`config.mk`:
```
export PLATFORM = sky130hd
export DESIGN_NAME = mem_wb_pipe_flat
export DESIGN_NICKNAME = d
export VERILOG_FILES = /design/src/rtl/mem_wb_pipe_if.sv /design/src/rtl/mem_wb_pipe.sv /design/src/flat_wrapper.sv
export SDC_FILE = /design/constraint.sdc
export NUM_CORES = 1
export LEC_CHECK = 0
export ABC_AREA = 1
export CAP_MARGIN = 20
export CORE_UTILIZATION = 47
export DETAILED_ROUTE_END_ITERATION = 16
export PLACE_DENSITY = 0.89
export SYNTH_ARGS = -nofsm -noshare
export SYNTH_HDL_FRONTEND = slang
export SYNTH_SLANG_ARGS = --single-unit
```
`constraint.sdc`:
```
create_clock -name clk -period 1.4 [get_ports clk]
set_clock_uncertainty 0.05 [all_clocks]
set_input_delay 0.28 -clock clk [delete_from_list [all_inputs] [get_ports clk]]
set_output_delay 0.28 -clock clk [all_outputs]
set_load 0.03 [all_outputs]
```
`src/rtl/mem_wb_pipe_if.sv`:
```
// MEM/WB stage handshake bundle.
//   Input side  (MEM -> stage): in_valid, in_ready, mem_data_in, alu_result_in, rd_in,
//                               we_rf_in, is_load_in
//   Output side (stage -> WB) : out_valid, out_ready, wb_data_out, rd_out, we_rf_out
// Modports:
//   slave  - the pipeline stage itself
//   master - the surroundings: the MEM producer and the WB consumer together
interface mem_wb_pipe_if #(
  parameter int unsigned DATA_W = 8,
  parameter int unsigned RA_W   = 3
);
  logic              in_valid;
  logic              in_ready;
  logic [DATA_W-1:0] mem_data_in;
  logic [DATA_W-1:0] alu_result_in;
  logic [RA_W-1:0]   rd_in;
  logic              we_rf_in;
  logic              is_load_in;

  logic              out_valid;
  logic              out_ready;
  logic [DATA_W-1:0] wb_data_out;
  logic [RA_W-1:0]   rd_out;
  logic              we_rf_out;

  modport master (
    output in_valid, mem_data_in, alu_result_in, rd_in, we_rf_in, is_load_in, out_ready,
    input  in_ready, out_valid, wb_data_out, rd_out, we_rf_out
  );

  modport slave (
    input  in_valid, mem_data_in, alu_result_in, rd_in, we_rf_in, is_load_in, out_ready,
    output in_ready, out_valid, wb_data_out, rd_out, we_rf_out
  );
endinterface

```
`src/rtl/mem_wb_pipe.sv`:
```
// MEM/WB pipeline stage with valid/ready handshake, optional 2-entry skid buffer, synchronous
// flush and writeback-data select resolved at capture time.
// Ports:
//   clk        rising-edge clock
//   rst        asynchronous, active-high reset
//   flush      synchronous kill of all held entries (accept in the same cycle is dropped)
//   bus        mem_wb_pipe_if.slave: MEM-side input handshake and WB-side output handshake
//   occupancy  number of entries held (0..2, at most 1 when SKID_EN=0)
// Outputs are taken straight from the head (main) registers; the second (skid) entry only
// exists to absorb one transfer while in_ready, being registered, lags out_ready.
module mem_wb_pipe #(
  parameter int unsigned DATA_W     = 8,
  parameter int unsigned RA_W       = 3,
  parameter int unsigned SKID_EN    = 1,
  parameter int unsigned ZERO_GUARD = 1
) (
  input  logic                clk,
  input  logic                rst,
  input  logic                flush,
  mem_wb_pipe_if.slave        bus,
  output logic [1:0]          occupancy
);

  // Encoding equals the number of held entries, so occupancy is the state itself.
  typedef enum logic [1:0] {
    StEmpty = 2'd0,
    StOne   = 2'd1,
    StFull  = 2'd2
  } state_e;

  state_e            state_q, state_d;
  logic [DATA_W-1:0] main_data_q, main_data_d;
  logic [RA_W-1:0]   main_rd_q, main_rd_d;
  logic              main_we_q, main_we_d;
  logic [DATA_W-1:0] skid_data_q, skid_data_d;
  logic [RA_W-1:0]   skid_rd_q, skid_rd_d;
  logic              skid_we_q, skid_we_d;
  logic              in_ready_q, in_ready_d;

  logic              in_ready;
  logic              out_valid;
  logic              accept;
  logic              pop;
  logic [DATA_W-1:0] new_data;
  logic              new_we;

  assign out_valid = (state_q != StEmpty);

  // Without the skid entry, a full stage can only take a new entry while the head leaves.
  assign in_ready = (SKID_EN != 0) ? in_ready_q : (~out_valid | bus.out_ready);

  assign accept = bus.in_valid & in_ready;
  assign pop    = out_valid & bus.out_ready;

  // Writeback select and r0 guard are resolved once, at capture.
  assign new_data = bus.is_load_in ? bus.mem_data_in : bus.alu_result_in;
  assign new_we   = bus.we_rf_in & ~((ZERO_GUARD != 0) && (bus.rd_in == '0));

  always_comb begin
    state_d     = state_q;
    main_data_d = main_data_q;
    main_rd_d   = main_rd_q;
    main_we_d   = main_we_q;
    skid_data_d = skid_data_q;
    skid_rd_d   = skid_rd_q;
    skid_we_d   = skid_we_q;

    if (flush) begin
      // A same-cycle pop is still consumed by WB; nothing survives either way.
      state_d = StEmpty;
    end else begin
      unique case (state_q)
        StEmpty: begin
          if (accept) begin
            state_d     = StOne;
            main_data_d = new_data;
            main_rd_d   = bus.rd_in;
            main_we_d   = new_we;
          end
        end
        StOne: begin
          if (accept && pop) begin
            main_data_d = new_data;
            main_rd_d   = bus.rd_in;
            main_we_d   = new_we;
          end else if (accept) begin
            // Only reachable with the skid entry present.
            state_d     = StFull;
            skid_data_d = new_data;
            skid_rd_d   = bus.rd_in;
            skid_we_d   = new_we;
          end else if (pop) begin
            state_d = StEmpty;
          end
        end
        StFull: begin
          if (pop) begin
            state_d     = StOne;
            main_data_d = skid_data_q;
            main_rd_d   = skid_rd_q;
            main_we_d   = skid_we_q;
          end
        end
        default: state_d = StEmpty;
      endcase
    end

    in_ready_d = (state_d != StFull);
  end

  always_ff @(posedge clk or posedge rst) begin
    if (rst) begin
      state_q     <= StEmpty;
      main_data_q <= '0;
      main_rd_q   <= '0;
      main_we_q   <= 1'b0;
      skid_data_q <= '0;
      skid_rd_q   <= '0;
      skid_we_q   <= 1'b0;
      in_ready_q  <= 1'b1;
    end else begin
      state_q     <= state_d;
      main_data_q <= main_data_d;
      main_rd_q   <= main_rd_d;
      main_we_q   <= main_we_d;
      skid_data_q <= skid_data_d;
      skid_rd_q   <= skid_rd_d;
      skid_we_q   <= skid_we_d;
      in_ready_q  <= in_ready_d;
    end
  end

  assign bus.in_ready    = in_ready;
  assign bus.out_valid   = out_valid;
  assign bus.wb_data_out = main_data_q;
  assign bus.rd_out      = main_rd_q;
  // main_we_q keeps its value after a pop or flush; gate so an empty stage never writes.
  assign bus.we_rf_out   = main_we_q & out_valid;
  assign occupancy       = state_q;

endmodule

```
`src/flat_wrapper.sv`:
```
// flat-port wrapper written by rule: the top's interface ports become plain ports
module mem_wb_pipe_flat 
#(
  parameter int unsigned DATA_W     = 8,
  parameter int unsigned RA_W       = 3,
  parameter int unsigned SKID_EN    = 1,
  parameter int unsigned ZERO_GUARD = 1
)
  (clk, rst, flush, occupancy, bus_in_valid, bus_mem_data_in, bus_alu_result_in, bus_rd_in, bus_we_rf_in, bus_is_load_in, bus_out_ready, bus_in_ready, bus_out_valid, bus_wb_data_out, bus_rd_out, bus_we_rf_out);
  mem_wb_pipe_if #(.DATA_W(DATA_W), .RA_W(RA_W)) bus_i ();
  input  logic clk;
  input  logic rst;
  input  logic flush;
  output logic [1:0] occupancy;
  input wire logic [$bits(bus_i.in_valid)-1:0] bus_in_valid;
  input wire logic [$bits(bus_i.mem_data_in)-1:0] bus_mem_data_in;
  input wire logic [$bits(bus_i.alu_result_in)-1:0] bus_alu_result_in;
  input wire logic [$bits(bus_i.rd_in)-1:0] bus_rd_in;
  input wire logic [$bits(bus_i.we_rf_in)-1:0] bus_we_rf_in;
  input wire logic [$bits(bus_i.is_load_in)-1:0] bus_is_load_in;
  input wire logic [$bits(bus_i.out_ready)-1:0] bus_out_ready;
  output wire logic [$bits(bus_i.in_ready)-1:0] bus_in_ready;
  output wire logic [$bits(bus_i.out_valid)-1:0] bus_out_valid;
  output wire logic [$bits(bus_i.wb_data_out)-1:0] bus_wb_data_out;
  output wire logic [$bits(bus_i.rd_out)-1:0] bus_rd_out;
  output wire logic [$bits(bus_i.we_rf_out)-1:0] bus_we_rf_out;
  assign bus_i.in_valid = bus_in_valid;
  assign bus_i.mem_data_in = bus_mem_data_in;
  assign bus_i.alu_result_in = bus_alu_result_in;
  assign bus_i.rd_in = bus_rd_in;
  assign bus_i.we_rf_in = bus_we_rf_in;
  assign bus_i.is_load_in = bus_is_load_in;
  assign bus_i.out_ready = bus_out_ready;
  assign bus_in_ready = bus_i.in_ready;
  assign bus_out_valid = bus_i.out_valid;
  assign bus_wb_data_out = bus_i.wb_data_out;
  assign bus_rd_out = bus_i.rd_out;
  assign bus_we_rf_out = bus_i.we_rf_out;
  mem_wb_pipe #(.DATA_W(DATA_W), .RA_W(RA_W), .SKID_EN(SKID_EN), .ZERO_GUARD(ZERO_GUARD)) u_core (.clk(clk), .rst(rst), .flush(flush), .bus(bus_i), .occupancy(occupancy));
endmodule
```
Word-level counts from Yosys, hierarchy flattened
Cells that the tools add are included.
- output and inout bits: 16
- logic and storage cells: 48
- input port bits: 26
- register bits after elaboration: 27
- equal/unequal tests: 6
- mux-type cells: 20
- reductions and logical operators: 7
- bitwise operators: 7
- operators with widths (cell ; number):
    $mux 8 ; 4
    $pmux 8 s3 ; 1
    $mux 2 ; 6
    $mux 3 ; 3
    $pmux 3 s3 ; 1
    $ne 2x1->1 const B ; 3
    $pmux 2 s3 ; 1
    $reduce_and 5->1 ; 1
    $and 1x1->1 ; 4
    $reduce_and 4->1 ; 1
    $logic_not 3->1 ; 1
    $mux 1 ; 3
    $not 1->1 ; 3
    $pmux 1 s3 ; 1
    $reduce_bool 3->1 ; 1
    $eq 2x1->1 const B ; 1
    $eq 2x2->1 const B ; 1
    $logic_not 2->1 ; 1
    $ne 2x2->1 const B ; 1
    $reduce_bool 2->1 ; 1
    $logic_and 1x1->1 ; 1

Depth between registers and ports, before layout
- depth after elaboration: 8
- gate-level depth with buffers: 8
- mapped depth without buffers: 7

Least setup slack after synthesis
Ideal clock, no wire load.
- path kind: register to register
- from: register u_core.state_q[1], in the netlist u_core.occupancy[1]
- to: register u_core.main_rd_q[0], in the netlist u_core.bus.rd_out[0]
- slack: -71 ps
- required time: 1232 ps
- clock period less this slack: 1471 ps
- data arrival time: 1304 ps
- setup time: 118 ps
- cell stages (with the launch flop): 9
- buffers on the path: 1
- path through: dfrtp_1 inv_2 nand2_2 nand2_2 nand2_2 nor2_4 buf_6 nand2_1 nand2_1
- longest elaborated chain between the ends: 5
- elaborated cells between the ends (all ways): 12
- those cells by class: eq/ne: 5; mux: 1; bitwise: 1; reduce/logical: 5
- ends and longest elaborated chain (item ; line ; text):
    from (decl) ; mem_wb_pipe.sv:31 ; state_e state_q, state_d;
    from (signal assigned) ; mem_wb_pipe.sv:113 ; state_q <= StEmpty;
    from (signal assigned) ; mem_wb_pipe.sv:122 ; state_q <= state_d;
    $reduce_bool 2->1 (*) ; mem_wb_pipe.sv:47 ; assign out_valid = (state_q != StEmpty);
    net bus_out_valid ; flat_wrapper.sv:23 ; output wire logic [$bits(bus_i.out_valid)-1:0] bus_out_valid;
    $and 1x1->1 (*) ; mem_wb_pipe.sv:53 ; assign pop = out_valid & bus.out_ready;
    $logic_and 1x1->1 ; mem_wb_pipe.sv:82 ; if (accept && pop) begin
    $ne 2x1->1 (no line) ; -- ;
    $reduce_and 5->1 (no line) (*) ; -- ;
    to (signal assigned) ; mem_wb_pipe.sv:124 ; main_rd_q <= main_rd_d;
    to (decl) ; mem_wb_pipe.sv:33 ; logic [RA_W-1:0] main_rd_q, main_rd_d;
Mark *: on every way through the listed nets, which the timed path passes. The rest lies on a longest branch.
A chain may end at the register's enable or synchronous reset.

Worst setup path in the final report
- from: register u_core.state_q[0], in the netlist u_core.occupancy[0]
- to: output bus_we_rf_out
- longest elaborated chain between the ends: 2
- ends and longest elaborated chain (item ; line ; text):
    $reduce_bool 2->1 ; mem_wb_pipe.sv:47 ;
    $and 1x1->1 ; mem_wb_pipe.sv:138 ; assign bus.we_rf_out = main_we_q & out_valid;
    to (decl) ; flat_wrapper.sv:26 ; output wire logic [$bits(bus_i.we_rf_out)-1:0] bus_we_rf_out;
No other way between the ends.

==> metrics.md <==
| Metric | Value |
|---|---|
| Critical Path End Type | `primary output` |
| Worst flop-to-flop path startpoint | `u_core.occupancy[0]` |
| I/O Pins | `42` |
| Die Y | `58.78 um` |
| CTS sink count | `27` |
| Yosys top cell by area | `dfrtp_1` |
| Drt pass-1 iters | `4` |
| Status | `complete, but fails checks` |
| Fmax | `674.7 MHz` |
| R2r setup slk | `0.07 ns` |
| Share of the synthesized area in the top cell type | `between 40% and 50%` |
| Area Overhead vs Synth | `39.06%` |
| 1st-iter DRT viols | `41` |
| Critical path endpoint | `bus_we_rf_out` |
| # rows | `20` |
| Clk_lat worst skew | `~0.34 ns` |
| GPL Wtd Cong | `around 0.86` |
| Kind of critical path | `register to primary output` |
| CP Launch Type | `register` |
| PortBufs | `slightly above 40` |
| Pre-CTS WS | `-0.1480 ns` |
| Final HPWL DP | `approximately 2300 um` |
| Largest net degree at the start of global routing | `26` |
| Final WS setup | `-0.08213 ns` |
| Net Count, Synth | `231` |
| CTS root buffer | `clkbuf_4` |
| Reg2reg end | `u_core.skid_rd_q[0]` |
| Hold-fix buffers, CTS | `0` |
| DR vias | `1377` |
| Register Area | `679.4 sq um` |
| Final antenna-violating net count | `0` |
| Final nets | `about 280` |
| Worst setup path startpoint | `u_core.occupancy[0]` |
| Ys Warns | `0` |
| Pwr Density | `between 1000 and 1500 nW/um^2` |
| Layout cell share with drive strength beyond 1 | `26.17%` |
| Synth unique cells | `18` |
| Multi-input gate area | `711.9 sq um` |
| Post-Syn Instances | `~210` |
| Number of global-route vias before repair | `1222` |
| Worst slew margin | `roughly 84%` |
| Post-Syn Area per Cell | `7.391 sq um` |
| Min Tclk post-route | `between 1 and 1.5 ns` |
| Total wire length | `roughly 3400 um` |
| Core area | `3053 sq um` |
| Antenna violations before repair | `0` |
| Initial Utilization | `49.63%` |
| Violated checks | `negative setup slack` |
| Via density | `4.590` |
| Final setup fails | `4` |
| Critical path required time | `between 1 and 1.5 ns` |
| Die area | `3455 sq um` |
| Top cells by area, synth | `dfrtp_1 (43%), nand2_1 (24%), o21ai_2 (6.9%)` |
| Hold WC Path Type | `input port to asynchronous set/reset pin` |
| WL per Instance | `11.19 um` |
| Fill count | `248` |
| Worst VDD drop | `0.4087 mV` |
| Lkg Pwr | `roughly 1.1 nW` |
| Sequential fraction of the synthesis area | `44.67%` |
| Clk pin slew, worst setup/hold paths | `0.15 ns` |
| Synth Cell Area | `1515 sq um` |
| Slew Viols, Final | `0` |
| H-tree Lvls | `1` |
| Worst-Margin Slew | `0.2402 ns` |
| Antenna Diode Count | `0` |
| Gr ovfl total | `0` |
| Gr usage total | `19.68%` |
| Inserted Clock Buffers | `3` |
| CP arrival | `1.15 ns` |
| Synthesized flop and latch total | `27` |
| Final Hold Fails | `0` |
| Setup_tns | `-0.2044 ns` |
| RSZ-0062 raised after global routing | `yes` |
| CP max FO | `4` |
| CTS tree | `built` |
| Final clock period utilization by the worst path | `105.9%` |
| First-pass GRT wire length | `5209 um` |
| DRC | `0` |
| Die W | `58.78 um` |
| Max-Cap Viols | `0` |
| Clock tree buffer depth | `2` |
| Power, Total | `approximately 2.1 mW` |
| Reg2reg path depth | `7` |
## synth_stat cells
| cell | number |
|---|---|
| a21oi_1 | 1 |
| buf_2 | 1 |
| buf_6 | 5 |
| dfrtp_1 | 26 |
| dfstp_2 | 1 |
| inv_1 | 25 |
| inv_2 | 5 |
| nand2_1 | 98 |
| nand2_2 | 5 |
| nand2_4 | 3 |
| nand3_1 | 10 |
| nand3_2 | 1 |
| nand4_1 | 1 |
| nor2_1 | 6 |
| nor2_2 | 1 |
| nor2_4 | 1 |
| o21ai_1 | 3 |
| o21ai_2 | 12 |
## report_power, final
group          internal [mW]  switching (mW)  total (mW)
Clock                  0.110           0.249       0.359
Combinational          0.314           0.420       0.734
Sequential             0.944          0.0959        1.04
## cell type report
class	count	share of cell area, %
Clock inverter	1	0.3563
Clock buffer	3	1.069
Timing Repair Buffer	51	24.11
Inverter	30	5.819
Multi-Input combinational cell	144	33.79
Sequential cell	27	32.24
Tap cell	44	2.613
## registers in the layout, indices dropped and copies added (netlist names)
register,count
u_core.skid_we_q,1
u_core.bus.rd_out,3
u_core.skid_rd_q,3
u_core.bus.in_ready,1
u_core.skid_data_q,8
u_core.main_we_q,1
u_core.bus.wb_data_out,8
u_core.occupancy,2
## placed cells by master (no fill, tap or decap), drive strengths merged
cell type and count:
a21oi 1, buf 16, clkbuf 3, clkdlybuf4s15 10, clkdlybuf4s50 25, clkinvlp 1
dfrtp 26, dfstp 1, inv 30, nand2 107, nand3 11, nand4 1
nor2 9, o21ai 15
## repair_timing
action	4_1_cts	5_1_grt
endpoints found under the setup margin	13	18
buffers inserted	5	0
pin swaps	1	3
gates cloned	0	2
gates resized for setup	39	14
## per-layer routing
metal / wire length (um) / global-route usage (%)
met5: 0 / 0
met1: 1451 / 25.21
met4: 44 / 7.483
met2: 1713 / 34.58
met3: 146 / 1.538
## cell families (layout without fill, tap and decap cells)
| group | count (synthesis) | count (layout) | share of synthesized area (%) |
|---|---|---|---|
| simple gates | 126 | 128 | 35.59 |
| buf+inv | 36 | 85 | 11.48 |
| flops | 27 | 27 | 44.67 |
| compound gates | 16 | 16 | 8.257 |
## worst min path at each step
stage	endpoint	slack (ns)	cells after the start
after floorplan	u_core.bus.rd_out[0]	0.28	1
after global placement	u_core.bus.wb_data_out[2]	0.41	2
after detailed placement	u_core.bus.rd_out[1]	0.41	2
after CTS	u_core.skid_data_q[7]	0.18	3
after global routing	u_core.skid_data_q[5]	0.19	3
final	u_core.skid_data_q[6]	0.17	3
## metrics by stage
| step | util (%) | std cells | instance area (sq um) | hold WS (ns) |
|---|---|---|---|---|
| 2_1_floorplan | - | 205 | 1520 | 0.2818 |
| 3_3_place_gp | 64.26 | 289 | 1962 | 0.4052 |
| 3_5_place_dp | 64.26 | 289 | 1962 | 0.4091 |
| 4_1_cts | 67.54 | 298 | 2062 | 0.1841 |
| 5_1_grt | 69.02 | 300 | 2107 | 0.1907 |
| 6_report | 69.02 | 300 | 2107 | 0.1731 |
## worst max-delay path, stage by stage (launching register included)
cell and delay [ns]:
dfrtp_2 0.49, nor2_4 0.13, nor2_1 0.04, buf_4 0.16
No activity file was read; power rests on OpenSTA's default activity.
